===== config.mk =====
export PLATFORM = sky130hd
export DESIGN_NAME = note_timer
export DESIGN_NICKNAME = d
export VERILOG_FILES = /design/src/rtl/note_timer_pkg.sv /design/src/rtl/note_timer_tick_downcnt.sv /design/src/rtl/note_timer.sv
export SDC_FILE = /design/constraint.sdc
export NUM_CORES = 1
export LEC_CHECK = 0
export ABC_AREA = 1
export CAP_MARGIN = 30
export CORE_MARGIN = 2
export CORE_UTILIZATION = 53
export DETAILED_ROUTE_END_ITERATION = 12
export PLACE_DENSITY = 0.84
export SYNTH_ARGS = -nofsm -noshare
export SYNTH_HDL_FRONTEND = slang
export SYNTH_SLANG_ARGS = --single-unit

===== constraint.sdc =====
create_clock -name clk -period 3 [get_ports clk]
set_clock_uncertainty 0.2 [all_clocks]
set_input_delay 0.3 -clock clk [delete_from_list [all_inputs] [get_ports clk]]
set_output_delay 0.3 -clock clk [all_outputs]
set_load 0.01 [all_outputs]

===== src/rtl/note_timer_pkg.sv =====
// Shared definitions for the note timer and the sequencer around it.
// Holds the phase encoding and the default field sizes.
package note_timer_pkg;

    typedef enum logic [1:0] {
        ST_IDLE = 2'd0,
        ST_NOTE = 2'd1,
        ST_GAP  = 2'd2,
        ST_FIN  = 2'd3
    } state_t;

    localparam int DUR_W_DEF = 8;
    localparam int GAP_DEF   = 2;

endpackage


===== src/rtl/note_timer_tick_downcnt.sv =====
// Loadable down-counter that steps once per enabled tick.
// Saturates at zero so the count can never wrap.
module tick_downcnt #(
    parameter int W = 8
) (
    input  logic         clk,
    input  logic         rst,
    input  logic         load,
    input  logic [W-1:0] load_val,
    input  logic         dec,
    output logic [W-1:0] count,
    output logic         zero
);

    // load has priority; decrement only while non-zero
    always_ff @(posedge clk) begin
        if (rst) begin
            count <= '0;
        end else if (load) begin
            count <= load_val;
        end else if (dec && (count != '0)) begin
            count <= count - W'(1);
        end
    end

    assign zero = (count == '0);

endmodule


===== src/rtl/note_timer.sv =====
// Plays one note: sound for dur ticks, then a release gap of GAP ticks.
// One shared down-counter times both the note and the gap phase.
module note_timer
    import note_timer_pkg::*;
#(
    parameter int DUR_W = DUR_W_DEF,
    parameter int GAP   = GAP_DEF
) (
    input  logic             clk,
    input  logic             rst,
    input  logic             tick,
    input  logic             start,
    input  logic [DUR_W-1:0] dur,
    input  logic             abort,
    output logic             note_on,
    output logic             busy,
    output logic             done,
    output logic [DUR_W-1:0] remaining
);

    localparam logic [DUR_W-1:0] GAP_V = DUR_W'(GAP);

    state_t           state;
    state_t           state_nx;
    logic             cnt_load;
    logic [DUR_W-1:0] cnt_val;
    logic             cnt_dec;
    logic [DUR_W-1:0] count;
    logic             cnt_zero;
    logic             expire;
    logic             note_on_nx;
    logic             busy_nx;
    logic             done_nx;

    tick_downcnt #(
        .W(DUR_W)
    ) u_cnt (
        .clk      (clk),
        .rst      (rst),
        .load     (cnt_load),
        .load_val (cnt_val),
        .dec      (cnt_dec),
        .count    (count),
        .zero     (cnt_zero)
    );

    // The phase ends on the tick that consumes its last count
    assign expire = cnt_zero || (tick && (count == DUR_W'(1)));

    // Phase register plus registered outputs
    always_ff @(posedge clk) begin
        if (rst) begin
            state   <= ST_IDLE;
            note_on <= 1'b0;
            busy    <= 1'b0;
            done    <= 1'b0;
        end else begin
            state   <= state_nx;
            note_on <= note_on_nx;
            busy    <= busy_nx;
            done    <= done_nx;
        end
    end

    // Next phase and counter control; abort beats any tick
    always_comb begin
        state_nx = state;
        cnt_load = 1'b0;
        cnt_val  = '0;
        cnt_dec  = 1'b0;
        unique case (state)
            ST_IDLE: begin
                if (start && !abort) begin
                    cnt_load = 1'b1;
                    if (dur != '0) begin
                        state_nx = ST_NOTE;
                        cnt_val  = dur;
                    end else begin
                        state_nx = ST_FIN;
                    end
                end
            end
            ST_NOTE: begin
                if (abort) begin
                    state_nx = ST_IDLE;
                    cnt_load = 1'b1;
                end else if (expire) begin
                    cnt_load = 1'b1;
                    if (GAP_V != '0) begin
                        state_nx = ST_GAP;
                        cnt_val  = GAP_V;
                    end else begin
                        state_nx = ST_FIN;
                    end
                end else begin
                    cnt_dec = tick;
                end
            end
            ST_GAP: begin
                if (abort) begin
                    state_nx = ST_IDLE;
                    cnt_load = 1'b1;
                end else if (expire) begin
                    state_nx = ST_FIN;
                    cnt_load = 1'b1;
                end else begin
                    cnt_dec = tick;
                end
            end
            ST_FIN: begin
                state_nx = ST_IDLE;
            end
            default: begin
                state_nx = ST_IDLE;
                cnt_load = 1'b1;
            end
        endcase
    end

    // Output values for the phase being entered
    always_comb begin
        note_on_nx = (state_nx == ST_NOTE);
        busy_nx    = (state_nx != ST_IDLE);
        done_nx    = (state_nx == ST_FIN);
    end

    assign remaining = count;

endmodule


==> results.cfg <==
[setup_path]
cp-start-kind = flop
crit_fanout = 9
worst_path_most_repeated_cell = nor2_1
timing.rr.start = state[0]
slowest_stage = dfxtp_1
arrival_ns = 1.90
rrSetupSlack_ns = 1.08
path_cells = inv_1 -> ha_1 -> nand2_1 -> nor2_1 -> nand3_2 -> nand3_2 -> inv_2 -> nor2_1 -> nor2_1
regToRegEndpoint = u_cnt.count[4]
critPathMaxStageDelay_ns = 0.39
endpoint_kind = flop
reg2reg_depth = 9
critPathKind = flop to flop
cp.required_ns = 2.99

[drt]
dr.pass1.iters = 4
first_iter_violations = 39
ant_nets = 0
drt_wl_total_um = 2490
drc = 0
viasPerCell = 5.12
vias = 1110
drt-wirelength-per-cell_um = 11.5

[synth]
synth_edf_count = 0
ys_seq_area_share_pct = 24.9
synth_nets = 185
ys_ff_latch = 13
syn_avg_cell_area_um2 = 6.34
yosysMostFrequentCell = nand2_1
syn-cell-area_um2 = 1050
synth.top_cells.by_count = 42 x nand2_1, 34 x nor2_1, 21 x inv_1, 13 x dfxtp_1, 12 x nand3_1
syn_inst = 165
yosys-top-cells-area = dfxtp_1 25%, nand2_1 15%, nor2_1 12%
async_flop_share_pct = 0
synth_flop_cell = dfxtp_1
synth_top_area_cell = dfxtp_1
synth_top_area_share_pct = 24.9
synth_cell_types = 20
synth_warnings = 0

[power_and_ir_drop]
p_switching_mw = 0.364
swShare_pct = 44.9
p_per_area_nw_per_um2 = 616
peakVddDrop_uv = 420
total_leakage_power_nw = 0.657
power_frac_seq_pct = 28.8
comb_power_share_pct = 56.5
clock_power_share_pct = 14.7
intPower_mw = 0.446

[clocking]
ctsResizeCount = 0
h-tree-depth = 1
clock_latency_ns = 0.30
path_clk_slew_ns = 0.09
cts_root_buf = clkbuf_4
clk_path_buf_depth = 2
cts_tree = yes
cts_buffers = 3
post_cts_buffers = 0
cts.sinks = 13
hold_buffers = 0

[cells_and_area]
ff_latch_area_um2 = 260
drive_gt1_share_pct = 7.89
final_util_pct = 69.1
filler_cell_count = 180
area_delta_synth_final_pct = 25.6
stdcell_area_um2 = 1310
fin_nets = 211
multiInputGateArea_um2 = 673
antennaDiodeCount = 0

[place]
dp_worst_setup_slack_ns = 0.910
gp_congestion = 0.869
dp_hpwl_um = 1970
place_area_um2 = 1290
io_buffers = 23

[floorplanning]
io_pins = 24
die_area_um2 = 2340
die_y_um = 48.4
fp-row-count = 16
die_w_um = 48.4
core_um2 = 1900
initial_utilization_pct = 55.0

[global_route]
grt_max_degree = 17
antenna_found_initial = 0
globalRouteTotalUtil_pct = 22.5
grt_pass1_vias = 1026
overflow = 0
grt_pass1_wl_um = 4190

[status]
status = complete, no violations

[sta]
final_max_slew_viol_count = 0
hold_viol_final = 0
max_slew_margin_pct = 80.7
finalSetupViolCount = 0
min_period_ns = 1.92
period_share_pct = 63.9
fin_setup_tns_ns = 0
fmax_mhz = 522
worstMarginPinSlew_ns = 0.288
rsz0062_at_grt = no
setup_ws_ns = 1.08
hold_ws_ns = 0.438

[min_path]
holdCritPathClass = flop to flop
worstHoldStart = u_cnt.count[7]
holdPathEnd = u_cnt.count[7]
whs_path_depth = 4

[run]
max-cap-violations = 0
[per-stage QoR]
stage | instances | power (mW)
2_1_floorplan | 165 | 0.556
3_3_place_gp | 213 | 0.682
3_5_place_dp | 213 | 0.688
4_1_cts | 217 | 0.806
5_1_grt | 217 | 0.875
6_report | 217 | 0.810
[worst max-delay path by stage]
stage                     cells after the start             end            from  slack, ns
after floorplan                              10  u_cnt.count[2]  u_cnt.count[0]       1.29
after CTS                                     9  u_cnt.count[4]        state[0]       1.08
after global routing                          9  u_cnt.count[5]        state[0]       0.93
after global placement                        9  u_cnt.count[6]           abort       0.98
after detailed placement                      9  u_cnt.count[4]           abort       0.91
final                                         9  u_cnt.count[4]        state[0]       1.08
[final cells by class]
type                       count  area share [%]
inverter                      24            6.86
tap                           27            2.57
sequential                    13            19.8
clock buffer                   4            2.00
timing repair buffer          23            17.5
multi-input combinational    126            51.2
[logic make-up (layout without fill, tap and decap cells)]
kind of cell             Yosys count  after routing  synth area share, %
flip-flops                        13             13                 24.9
AND/OR/NAND/NOR                  107            107                 47.5
AO/OA/AOI/OAI                      7              7                 4.30
buffers and inverters             26             51                 10.8
adder cells (fa/ha/maj)            7              7                 8.37
XOR/XNOR                           5              5                 4.19
[power groups by stage]
stage / Sequential (mW) / Clock [mW] / Combinational (mW)
5_1_grt: 0.237 / 0.121 / 0.517
3_5_place_dp: 0.236 / 0 / 0.452
4_1_cts: 0.232 / 0.117 / 0.457
6_report: 0.233 / 0.119 / 0.458
3_3_place_gp: 0.235 / 0 / 0.446
2_1_floorplan: 0.244 / 0 / 0.312
[layout by cell type (no fill, tap or decap)]
cell type / n
nand2_2: 2
nor2_1: 34
nand3_1: 12
o211ai_1: 2
xor2_1: 5
ha_1: 7
nand3_2: 2
nand2_4: 3
nand2_1: 42
a21boi_0: 2
clkbuf_1: 1
inv_2: 2
dfxtp_1: 13
nor2_4: 2
o21ai_0: 2
inv_1: 21
a21oi_1: 1
clkinv_1: 1
nand4_1: 9
clkdlybuf4s50_1: 23
clkbuf_4: 3
nor2_2: 1
[state kept, by name, summed over array words and instances (netlist names)]
name	flops
busy	1
done	1
note_on	1
state	2
u_cnt.count	8
[worst max-delay path, delay by kind of cell (launching register included)]
family                     cells  cell delay [ns]
adders and majority gates      1             0.33
buffers and inverters          2             0.17
DFF                            1             0.39
and+or+nand+nor                6             0.71
[metal layers]
metal | wire [µm] | track usage (%) | vias to the layer above
li1 | - | - | 567
met1 | 1180 | 27.3 | 506
met2 | 1170 | 40.3 | 32
met3 | 102 | 2.16 | 5
met4 | 44 | 10.0 | 0
met5 | 0 | 0 | -
No activity file was read; power rests on OpenSTA's default activity.
